### src/rtl/mem_indirect_seq_if.sv
// Memory-side bus of the indirect-access sequencer: request, address and response.
interface mem_indirect_seq_if #(
  parameter int DATA_W   = 16,
  parameter int OFFSET_W = 4
);
  localparam int AW = DATA_W - OFFSET_W;

  logic                mem_read;
  logic                mem_write;
  logic [AW-1:0]       mem_address;
  logic [OFFSET_W-1:0] line_offset_out;
  logic                mem_resp;
  logic [DATA_W-1:0]   mem_rdata;

  // The sequencer drives requests and consumes responses.
  modport master (
    output mem_read, mem_write, mem_address, line_offset_out,
    input  mem_resp, mem_rdata
  );

  // The memory consumes requests and drives responses.
  modport slave (
    input  mem_read, mem_write, mem_address, line_offset_out,
    output mem_resp, mem_rdata
  );
endinterface

### src/rtl/mem_indirect_seq.sv
// Memory-stage indirect-access sequencer. A direct access passes straight
// through; an indirect instruction chains up to MAX_IND pointer loads, with
// the final access being a read (LDI) or a write (STI), while the pipeline
// is held frozen.
module mem_indirect_seq #(
  parameter int DATA_W   = 16,
  parameter int OFFSET_W = 4,
  parameter int MAX_IND  = 2,
  localparam int AW      = DATA_W - OFFSET_W,
  localparam int CW      = $clog2(MAX_IND + 1)
) (
  input  logic                clk,
  input  logic                rst,
  input  logic                mem_read_in,
  input  logic                mem_write_in,
  input  logic [AW-1:0]       mem_address_in,
  input  logic [OFFSET_W-1:0] line_offset_in,
  input  logic [CW-1:0]       ind_level,
  input  logic                ind_store,
  input  logic                flushed,
  input  logic                ifetch_resp,
  mem_indirect_seq_if.master  mem,
  output logic                stall_pipeline,
  output logic                busy
);

  typedef enum logic [1:0] {IDLE, IND, WAIT_IF} state_t;

  localparam logic [CW-1:0] MAX_L = CW'(MAX_IND);
  localparam logic [CW-1:0] ONE   = CW'(1);

  state_t            state_reg, state_next;
  logic [DATA_W-1:0] ptr_reg;
  logic [CW-1:0]     cnt_reg, cnt_next;
  logic              ptr_load;
  logic [CW-1:0]     level;

  // Clamp the requested indirection depth so the level can never exceed MAX_IND.
  always_comb begin
    level = (ind_level > MAX_L) ? MAX_L : ind_level;
  end

  // State, pointer and remaining-level registers; reset abandons any sequence at once.
  always_ff @(posedge clk or posedge rst) begin
    if (rst) begin
      state_reg <= IDLE;
      ptr_reg   <= '0;
      cnt_reg   <= '0;
    end else begin
      state_reg <= state_next;
      cnt_reg   <= cnt_next;
      if (ptr_load) begin
        ptr_reg <= mem.mem_rdata;
      end
    end
  end

  // Next-state and memory/stall outputs, combinational from state and inputs.
  always_comb begin
    state_next          = state_reg;
    cnt_next            = cnt_reg;
    ptr_load            = 1'b0;
    mem.mem_read        = mem_read_in;
    mem.mem_write       = mem_write_in;
    mem.mem_address     = mem_address_in;
    mem.line_offset_out = line_offset_in;
    stall_pipeline      = ((mem_read_in | mem_write_in) & ~mem.mem_resp) | ~ifetch_resp;

    unique case (state_reg)
      IDLE: begin
        // The first access of an indirect instruction is the pipeline's own
        // request; its data becomes the first pointer.
        if (level != '0 && !flushed) begin
          stall_pipeline = 1'b1;
          if (mem.mem_resp) begin
            ptr_load   = 1'b1;
            cnt_next   = level;
            state_next = IND;
          end
        end
      end

      IND: begin
        mem.mem_address     = ptr_reg[DATA_W-1:OFFSET_W];
        mem.line_offset_out = ptr_reg[OFFSET_W-1:0];
        mem.mem_write       = (cnt_reg == ONE) & ind_store;
        mem.mem_read        = ~((cnt_reg == ONE) & ind_store);
        stall_pipeline      = 1'b1;
        if (mem.mem_resp) begin
          if (cnt_reg > ONE) begin
            ptr_load = 1'b1;
            cnt_next = cnt_reg - ONE;
          end else if (ifetch_resp) begin
            stall_pipeline = 1'b0;
            state_next     = IDLE;
          end else begin
            state_next = WAIT_IF;
          end
        end
      end

      WAIT_IF: begin
        // Final access already completed; only the fetch side is outstanding.
        mem.mem_address     = ptr_reg[DATA_W-1:OFFSET_W];
        mem.line_offset_out = ptr_reg[OFFSET_W-1:0];
        mem.mem_read        = 1'b0;
        mem.mem_write       = 1'b0;
        stall_pipeline      = ~ifetch_resp;
        if (ifetch_resp) begin
          state_next = IDLE;
        end
      end

      default: begin
        state_next = IDLE;
      end
    endcase
  end

  // A sequence is in progress whenever the sequencer has left IDLE.
  always_comb begin
    busy = (state_reg != IDLE);
  end

endmodule

### src/flat_wrapper.sv
// flat-port wrapper written by rule: the top's interface ports become plain ports
module mem_indirect_seq_flat 
#(
  parameter int DATA_W   = 16,
  parameter int OFFSET_W = 4,
  parameter int MAX_IND  = 2,
  localparam int AW      = DATA_W - OFFSET_W,
  localparam int CW      = $clog2(MAX_IND + 1)
)
  (clk, rst, mem_read_in, mem_write_in, mem_address_in, line_offset_in, ind_level, ind_store, flushed, ifetch_resp, stall_pipeline, busy, mem_mem_read, mem_mem_write, mem_mem_address, mem_line_offset_out, mem_mem_resp, mem_mem_rdata);
  mem_indirect_seq_if #(.DATA_W(DATA_W), .OFFSET_W(OFFSET_W)) mem_i ();
  input  logic clk;
  input  logic rst;
  input  logic mem_read_in;
  input  logic mem_write_in;
  input  logic [AW-1:0] mem_address_in;
  input  logic [OFFSET_W-1:0] line_offset_in;
  input  logic [CW-1:0] ind_level;
  input  logic ind_store;
  input  logic flushed;
  input  logic ifetch_resp;
  output logic stall_pipeline;
  output logic busy;
  output wire logic [$bits(mem_i.mem_read)-1:0] mem_mem_read;
  output wire logic [$bits(mem_i.mem_write)-1:0] mem_mem_write;
  output wire logic [$bits(mem_i.mem_address)-1:0] mem_mem_address;
  output wire logic [$bits(mem_i.line_offset_out)-1:0] mem_line_offset_out;
  input wire logic [$bits(mem_i.mem_resp)-1:0] mem_mem_resp;
  input wire logic [$bits(mem_i.mem_rdata)-1:0] mem_mem_rdata;
  assign mem_mem_read = mem_i.mem_read;
  assign mem_mem_write = mem_i.mem_write;
  assign mem_mem_address = mem_i.mem_address;
  assign mem_line_offset_out = mem_i.line_offset_out;
  assign mem_i.mem_resp = mem_mem_resp;
  assign mem_i.mem_rdata = mem_mem_rdata;
  mem_indirect_seq #(.DATA_W(DATA_W), .OFFSET_W(OFFSET_W), .MAX_IND(MAX_IND)) u_core (.clk(clk), .rst(rst), .mem_read_in(mem_read_in), .mem_write_in(mem_write_in), .mem_address_in(mem_address_in), .line_offset_in(line_offset_in), .ind_level(ind_level), .ind_store(ind_store), .flushed(flushed), .ifetch_resp(ifetch_resp), .mem(mem_i), .stall_pipeline(stall_pipeline), .busy(busy));
endmodule
### config.mk
export PLATFORM = sky130hd
export DESIGN_NAME = mem_indirect_seq_flat
export DESIGN_NICKNAME = d
export VERILOG_FILES = /design/src/rtl/mem_indirect_seq_if.sv /design/src/rtl/mem_indirect_seq.sv /design/src/flat_wrapper.sv
export SDC_FILE = /design/constraint.sdc
export NUM_CORES = 1
export LEC_CHECK = 0
export CAP_MARGIN = 0
export CORE_MARGIN = 2
export CORE_UTILIZATION = 41
export CTS_BUF_LIST = sky130_fd_sc_hd__clkbuf_4
export DETAILED_ROUTE_END_ITERATION = 6
export PLACE_DENSITY = 0.89
export SYNTH_ARGS = -nofsm -noshare
export SYNTH_HDL_FRONTEND = slang
export SYNTH_SLANG_ARGS = --single-unit
### constraint.sdc
create_clock -name clk -period 1.9 [get_ports clk]
set_input_delay 0.38 -clock clk [delete_from_list [all_inputs] [get_ports clk]]
set_output_delay 0.38 -clock clk [all_outputs]
set_load 0.01 [all_outputs]
# After elaboration in Yosys (flattened, before gate mapping)
# Index checks and enable logic that the tools add are counted.
# totals
ff_bits	20
# classes
n_addsub	1
magnitude_cmp	2
eq_ne	9
mux	27
bitwise	7
reduce_logical	9
# ops
cell	count
$mux 2	11
$mux 12	1
$reduce_and 5->1	2
$mux 1	8
$ne 2x2->1 const B	4
$pmux 1 s2	3
$pmux 2 s3	1
$reduce_bool 2->1	3
$eq 2x1->1 const B	2
$mux 4	1
$ne 2x1->1 const B	2
$pmux 2 s2	1
$not 1->1	3
$pmux 1 s3	1
$and 1x1->1	2
$eq 2x2->1 const B	1
$gt 2x1->1 const B	1
$gt 2x2->1 const B	1
$logic_not 2->1	1
$or 1x1->1	2
$reduce_or 2->1	1
$sub 2x1->2 const B	1
$logic_and 1x1->1	1
$logic_not 1->1	1

# Depth between registers and ports, before layout
# Gate-level depths: netlist of the first run.
# logic_depth
depth_word	6
ltp_mapped	7
mapped_depth_nobuf	6

# Worst setup path before layout of the first run
# OpenSTA, ideal clock, no wires.
# synth_path
path_type	register to output
startpoint	register u_core.state_reg[0]
endpoint	output port mem_line_offset_out[2]
t_arrival_ps	1431
slack_ps	89
stages_incl_launch_ff	5
n_path_buf	1
path_cell_list	dfrtp_1 inv_1 ha_1 clkbuf_1 mux2_2
# synth_between
elab_chain_len	3
elab_cells_between_ends	4
# synth_lines
element	line_no	text
start: declaration	mem_indirect_seq.sv:32	state_t state_reg, state_next;
start signal: assignment	mem_indirect_seq.sv:50	state_reg <= state_next;
$eq 2x1->1 or $eq 2x2->1 (tied branches)	mem_indirect_seq.sv:69	unique case (state_reg)
$reduce_or 2->1 (no line) *	--	
$mux 4 *	mem_indirect_seq.sv:69	
end: declaration	flat_wrapper.sv:27	output wire logic [$bits(mem_i.line_offset_out)-1:0] mem_line_offset_out;
# Mark *: on every way between the ends. The rest lies on a longest branch, timed or not.

# Worst setup path in the final report of the first run
# layout_path
startpoint	register u_core.state_reg[1]
endpoint	output port mem_mem_write
# layout_between
elab_chain_len	2
elab_cells_between_ends	3
# layout_lines
element	line_no	text
$eq 2x2->1 or $eq 2x1->1 (tied branches)	mem_indirect_seq.sv:69	
$pmux 1 s2 *	mem_indirect_seq.sv:69	
end: declaration	flat_wrapper.sv:25	output wire logic [$bits(mem_i.mem_write)-1:0] mem_mem_write;
# Marked as above.

==> metrics.cfg, run 1 <==
[pwr]
p_clk_share_pct = 7.9
ir_drop_v = 0.00115
power.density_mw_per_mm2 = 1910
seqPwrFrac_pct = 18.2
internal_power_w = 0.00294
leakage_nw = 1.17
comb_power_share_pct = 73.9
power.net_switching_w = 0.00166
switching_share_pct = 36.0

[synthesis]
synth_most_common_cell = mux2_2
syn_area_mm2 = 0.00125
synthTopCellsByArea = dfrtp_1 (40%), mux2_2 (20%), mux2_4 (12%)
synth_seq_cells = 20
ys_seq_area_share_pct = 39.9
synthFlopType = dfrtp_1
synth_edf_count = 0
async_reset_ff_share_pct = 100
synth_area_leader_cell = dfrtp_1
syn_inst = 101
syn_area_per_cell_um2 = 12.4
yosys.area.top_type_share_pct = 39.9
synth_cell_types = 26
synth_common_cells = mux2_2 (22), dfrtp_1 (20), mux2_4 (10)
yosysWarnings = 0
synth_fp_nets = 148

[sta]
finalHoldViolCount = 0
slew_violations = 0
clock-skew-final_ns = 0.00167
tns_ns = -7.53
rsz0062_at_grt = true
fin_crit_ns = 2.20
worst_slack_ns = -0.298
worstMarginPinSlew_ns = 0.268
clock.fmax_mhz = 455
fin_crit_sh_pct = 116
maxSlewHeadroom_pct = 82.1
setup_viol = 39

[cells_and_area]
postLayoutCoreUtil_pct = 81.1
largest_reg_flops = 16
final_nets = 238
antennaDiodeCount = 0
area_delta_synth_final_pct = 92.4
layout-drive-gt1-share_pct = 53.2

[clock_tree]
path_clk_slew_ns = 0.12
cts_tree = done
cts_buffers = 3
holdBufCountCts = 0
clkSinkCount = 20
ctsRootBufferMaster = clkbuf_4
h-tree-depth = 1
clock_latency_ns = 0.33
cts_buffer_depth = 2

[global_route]
grt_pass1_wl_um = 7670
antenna_found_initial = 0
use_met1_pct = 38.0
grt_remaining_overflow = 0
grt_pass1_vias = 1394
use_met3_pct = 7.64
grt_use_met2_pct = 52.6
track_usage_pct = 31.6
top_usage_layer = met2
grt_max_degree = 21

[detailed_routing]
drtPass1Iterations = 4
vias = 1253
antenna_left = 0
wl_per_cell_um = 23.6
drc_errors = 0
drt_iter0_drc = 73
vias_per_cell = 5.62
wl_um = 5260

[setup_path]
cp_data_required_time_ns = 1.52
endpoint_kind = primary output
startpoint_type = register
r2r_cells = 10
cp_max_fo = 4
regToRegStartpoint = u_core.state_reg[1]
rrSetupSlack_ns = -0.21
worst-setup-path-type = register to primary output
arrival_ns = 1.82
rr_endpoint = u_core.ptr_reg[3]

[floorplanning]
die_h_um = 59.3
num_rows = 20
fp.dieW_um = 59.3
start_util_pct = 42.1
io_pins = 62
dieArea_mm2 = 0.00352
core_mm2 = 0.00298

[worst_hold_path]
hp-class = primary input to async pin

[job]
max_cap_violations = 0

[placement]
hpwlAfterDp_um = 2760
port-buffer-count = 61
gp_congestion = 0.875

[run_status]
violations = setup timing
status = complete, but fails checks

## layer usage
metal / vias to the layer above / wire length, um
li1: 535 / -
met1: 612 / 2090
met2: 87 / 2660
met3: 19 / 342
met4: 0 / 160
met5: - / 0
## layout by cell type, fill, tap and decap left out, types with 2 or more instances in the layout
master and instances:
buf_2 3, clkbuf_4 3, buf_16 2, nand2_1 4, buf_6 20, ha_1 2
ha_4 3, buf_4 18, buf_12 3, mux2i_1 4, mux2_4 32, inv_2 3
o21ai_1 2, nand2b_1 2, inv_1 6, dfrtp_1 20, o21ai_2 2, clkdlybuf4s50_1 41
## power by group through the flow
| stage | Sequential [W] | Combinational (W) | Clock [W] |
|---|---|---|---|
| 2_1_floorplan | 0.000726 | 0.00133 | 0 |
| 3_3_place_gp | 0.000751 | 0.00221 | 0 |
| 3_5_place_dp | 0.000766 | 0.00229 | 0 |
| 4_1_cts | 0.000782 | 0.00327 | 0.000360 |
| 5_1_grt | 0.000840 | 0.00357 | 0.000375 |
| 6_report | 0.000835 | 0.00340 | 0.000365 |
## how the worst max path moves through the flow
stage | from | end | slack, ns | cells past startpoint
floorplan | u_core.state_reg[0] | mem_line_offset_out[2] | 0.09 | 4
global placement | mem_read_in | stall_pipeline | -0.37 | 6
detailed placement | mem_read_in | stall_pipeline | -0.43 | 6
CTS | u_core.state_reg[1] | mem_mem_address[5] | -0.23 | 6
global route | u_core.state_reg[1] | mem_mem_write | -0.32 | 8
finish | u_core.state_reg[1] | mem_mem_write | -0.30 | 8
## metrics by stage
stage               hold slack, ns  setup WS (ns)  instances  cell area (um2)  total power (W)
floorplan                    0.344         0.0891        101             1250          0.00205
global placement             0.485         -0.374        205             2000          0.00296
detailed placement           0.494         -0.429        205             2000          0.00306
CTS                          0.395         -0.225        221             2380          0.00442
global route                 0.471         -0.325        223             2410          0.00478
finish                       0.426         -0.298        223             2410          0.00460
## cell type report
cell class	instances	area, um2
flip-flops and latches	20	500
fillers	135	563
multi-input cells	68	852
well taps	33	41.3
inverters	9	33.8
clock buffers	3	22.5
repair buffers	89	935
clock inverters	1	30.0
## cell families after synthesis
family,count (synthesis),share of synthesized area (%)
simple gates,15,6.68
buf+inv,13,5.38
mux,36,34.9
flops,20,39.9
fa+ha+maj,5,4.99
compound gates,12,8.18
## critical path, cell delays in order (launching register included)
cell     delay (ns)
dfrtp_1        0.42
inv_2          0.08
ha_4           0.31
buf_12         0.12
buf_16         0.11
buf_4          0.11
nand2_1        0.06
o22ai_2        0.10
buf_2          0.17
## repair_timing
action	CTS	global route
setup buffers	10	4
endpoints found under the setup margin	36	36
resized for setup	131	14
gates cloned	4	0
pin swaps	5	4
(Power assumes the default switching activity.)
==> run 2, diff against run 1 <==
--- a/config.mk
+++ b/config.mk
@@ -6,7 +6,7 @@
 export NUM_CORES = 1
 export LEC_CHECK = 0
 export CAP_MARGIN = 0
-export CORE_MARGIN = 2
+export CORE_MARGIN = 5
 export CORE_UTILIZATION = 41
 export CTS_BUF_LIST = sky130_fd_sc_hd__clkbuf_4
 export DETAILED_ROUTE_END_ITERATION = 6
==> run 2 against run 1 <==
The flow still finishes with violations (setup timing). Wire length fell by 21%. Total power fell by 8.7%. First-iteration DRC count fell by 23%. Combinational power fell by 10%. Clock-buffer cell count did not move. Sequential share of layout area rose by 0.64 points. Clock power fell by 3%. Critical path depth fell by 3. Cell area fell by 3.0%. Final cell count fell by 1.8%. Critical endpoint is now mem_line_offset_out[0].
==> metrics.cfg, run 2 (synthesized netlist as in run 1, its figures left out) <==
[sta]
setup_viol = 35  ; was 39
slew_violations = 0  ; unchanged
tns_ns = -3.71  ; was -7.53 ns
clock.fmax_mhz = 488  ; was 455 MHz
worstMarginPinSlew_ns = 0.289  ; was 0.268 ns
rsz0062_at_grt = true  ; unchanged
maxSlewHeadroom_pct = 80.7  ; was 82.1%
fin_crit_ns = 2.05  ; was 2.20 ns
fin_crit_sh_pct = 108  ; was 116%
worst_slack_ns = -0.147  ; was -0.298 ns
clock-skew-final_ns = 0.0128  ; was 0.00167 ns
finalHoldViolCount = 0  ; unchanged

[floorplanning]
io_pins = 62  ; unchanged
dieArea_mm2 = 0.00427  ; was 0.00352 mm2
core_mm2 = 0.00300  ; was 0.00298 mm2
start_util_pct = 41.8  ; was 42.1%
die_h_um = 65.3  ; was 59.3 um
num_rows = 20  ; unchanged
fp.dieW_um = 65.3  ; was 59.3 um

[clock_tree]
holdBufCountCts = 0  ; unchanged
path_clk_slew_ns = 0.13  ; was 0.12 ns
clkSinkCount = 20  ; unchanged
ctsRootBufferMaster = clkbuf_4  ; unchanged
clock_latency_ns = 0.31  ; was 0.33 ns
cts_buffers = 3  ; unchanged
h-tree-depth = 1  ; unchanged
cts_buffer_depth = 2  ; unchanged
cts_tree = done  ; unchanged

[setup_path]
rr_endpoint = u_core.ptr_reg[10]  ; was u_core.ptr_reg[3]
worst-setup-path-type = register to primary output  ; unchanged
arrival_ns = 1.67  ; was 1.82 ns
startpoint_type = register  ; unchanged
cp_data_required_time_ns = 1.52  ; about the same
endpoint_kind = primary output  ; unchanged
cp_max_fo = 7  ; was 4
critPathMaxStageDelay_ns = 0.40  ; was 0.42 ns
regToRegStartpoint = u_core.state_reg[0]  ; was u_core.state_reg[1]
rrSetupSlack_ns = -0.11  ; was -0.21 ns
r2r_cells = 9  ; was 10
cp_slowest_cell = dfrtp_1  ; unchanged
path_cells = inv_2, ha_4, buf_8, mux2_4, buf_6  ; was inv_2, ha_4, buf_12, buf_16, buf_4, nand2_1, o22ai_2, buf_2

[run_status]
status = complete, but fails checks  ; unchanged
violations = setup timing  ; unchanged

[detailed_routing]
antenna_left = 0  ; unchanged
vias = 1151  ; was 1253
vias_per_cell = 5.26  ; was 5.62
drtPass1Iterations = 4  ; unchanged
wl_um = 4160  ; was 5260 um
drt_iter0_drc = 56  ; was 73
wl_per_cell_um = 19.0  ; was 23.6 um
drc_errors = 0  ; unchanged

[placement]
placed_area_mm2 = 0.00201  ; was 0.00200 mm2
hpwlAfterDp_um = 2850  ; was 2760 um
port-buffer-count = 61  ; unchanged
gp_congestion = 0.844  ; was 0.875

[global_route]
grt_use_met2_pct = 37.4  ; was 52.6%
grt_pass1_wl_um = 6310  ; was 7670 um
top_usage_layer = met2  ; unchanged
use_met3_pct = 2.05  ; was 7.64%
use_met1_pct = 20.6  ; was 38.0%
track_usage_pct = 19.6  ; was 31.6%
antenna_found_initial = 0  ; unchanged
grt_max_degree = 21  ; unchanged
grt_remaining_overflow = 0  ; unchanged
grt_pass1_vias = 1333  ; was 1394

[pwr]
power.density_mw_per_mm2 = 1790  ; was 1910 mW/mm2
leakage_nw = 1.14  ; was 1.17 nW
p_clk_share_pct = 8.4  ; was 7.9%
internal_power_w = 0.00276  ; was 0.00294 W
ir_drop_v = 0.00101  ; was 0.00115 V
switching_share_pct = 34.3  ; was 36.0%
power.net_switching_w = 0.00144  ; was 0.00166 W
seqPwrFrac_pct = 18.6  ; was 18.2%
comb_power_share_pct = 72.9  ; was 73.9%

[cells_and_area]
fillCellCount = 188  ; was 135
final_nets = 234  ; was 238
layout-drive-gt1-share_pct = 54.3  ; was 53.2%
multi_input_area_um2 = 861  ; was 852 um2
final_common_cell = clkdlybuf4s50_1  ; unchanged
fin_area_mm2 = 0.00234  ; was 0.00241 mm2
layout_common_cells = clkdlybuf4s50_1 (41), mux2_4 (32), buf_6 (21)  ; was clkdlybuf4s50_1 (41), mux2_4 (32), buf_6 (20), dfrtp_1 (20), buf_4 (18)
register_area_um2 = 500  ; unchanged
antennaDiodeCount = 0  ; unchanged
largest_reg_flops = 16  ; unchanged
area_delta_synth_final_pct = 86.6  ; was 92.4%

[job]
max_cap_violations = 0  ; unchanged

[worst_hold_path]
hp-class = primary input to async pin  ; unchanged

-- run 2: cell count changes in the layout (fill, tap and decap cells not counted), moves of 2 or more --
cell	previous run	this run
buf_12	3	1
ha_2	0	2
buf_4	18	16
ha_1	2	0
-- run 2: worst max-delay path by stage --
stage               slack, ns                     end                 from  cells past startpoint
global route            -0.19  mem_line_offset_out[1]  u_core.state_reg[0]                      5
global placement        -0.35          stall_pipeline          mem_read_in                      6
detailed placement      -0.40          stall_pipeline          mem_read_in                      6
finish                  -0.15  mem_line_offset_out[0]  u_core.state_reg[0]                      5
CTS                     -0.12  mem_line_offset_out[0]  u_core.state_reg[0]                      5
floorplan                0.09  mem_line_offset_out[2]  u_core.state_reg[0]                      4
-- run 2: worst max-delay path: cells and delay by family (launching register included) --
| kind | cells | cell delay (ns) |
|---|---|---|
| multiplexers | 1 | 0.31 |
| flip-flops | 1 | 0.40 |
| buffers and inverters | 3 | 0.34 |
| adder cells (fa/ha/maj) | 1 | 0.31 |
-- run 2: area by class of cell --
type / instances / share of cell area [%]
Clock buffer: 3 / 0.962
Tap cell: 33 / 1.76
Multi-Input combinational cell: 68 / 36.8
Sequential cell: 20 / 21.4
Inverter: 9 / 1.44
Clock inverter: 1 / 1.28
Timing Repair Buffer: 85 / 36.4
-- run 2: metrics by stage --
stage	worst slack [ns]	total power (W)	std cells	hold slack, ns	utilization, %
2_1_floorplan	0.0891	0.00205	101	0.344	-
3_3_place_gp	-0.347	0.00300	208	0.484	67.0
3_5_place_dp	-0.397	0.00311	208	0.496	67.0
4_1_cts	-0.122	0.00396	216	0.430	75.2
5_1_grt	-0.193	0.00442	219	0.440	78.0
6_report	-0.147	0.00420	219	0.424	78.0
-- run 2: what timing repair did --
| item | 4_1_cts | 5_1_grt |
|---|---|---|
| gates cloned | 1 | 0 |
| setup buffers | 4 | 3 |
| endpoints found under the setup margin | 26 | 35 |
| pin swaps | 7 | 3 |
| gates resized for setup | 129 | 16 |
-- run 2: routing by layer --
layer | routed length [um] | vias to the layer above | share of wire, %
li1 | - | 527 | -
met1 | 1630 | 566 | 39
met2 | 2280 | 46 | 55
met3 | 134 | 12 | 3.2
met4 | 116 | 0 | 2.8
met5 | 0 | - | 0
-- run 2: power groups by stage --
stage	clock network, W	registers [W]	logic, W
6_report	0.000354	0.000783	0.00306
5_1_grt	0.000371	0.000807	0.00324
3_5_place_dp	0	0.000770	0.00234
4_1_cts	0.000356	0.000772	0.00283
3_3_place_gp	0	0.000748	0.00225
2_1_floorplan	0	0.000726	0.00133
==> run 3, diff against run 2 <==
--- a/config.mk
+++ b/config.mk
@@ -11,6 +11,7 @@
 export CTS_BUF_LIST = sky130_fd_sc_hd__clkbuf_4
 export DETAILED_ROUTE_END_ITERATION = 6
 export PLACE_DENSITY = 0.89
+export SLEW_MARGIN = 40
 export SYNTH_ARGS = -nofsm -noshare
 export SYNTH_HDL_FRONTEND = slang
 export SYNTH_SLANG_ARGS = --single-unit
==> results of run 3 <==
No change in the layout: final DEF, timing and power equal those of run 2.
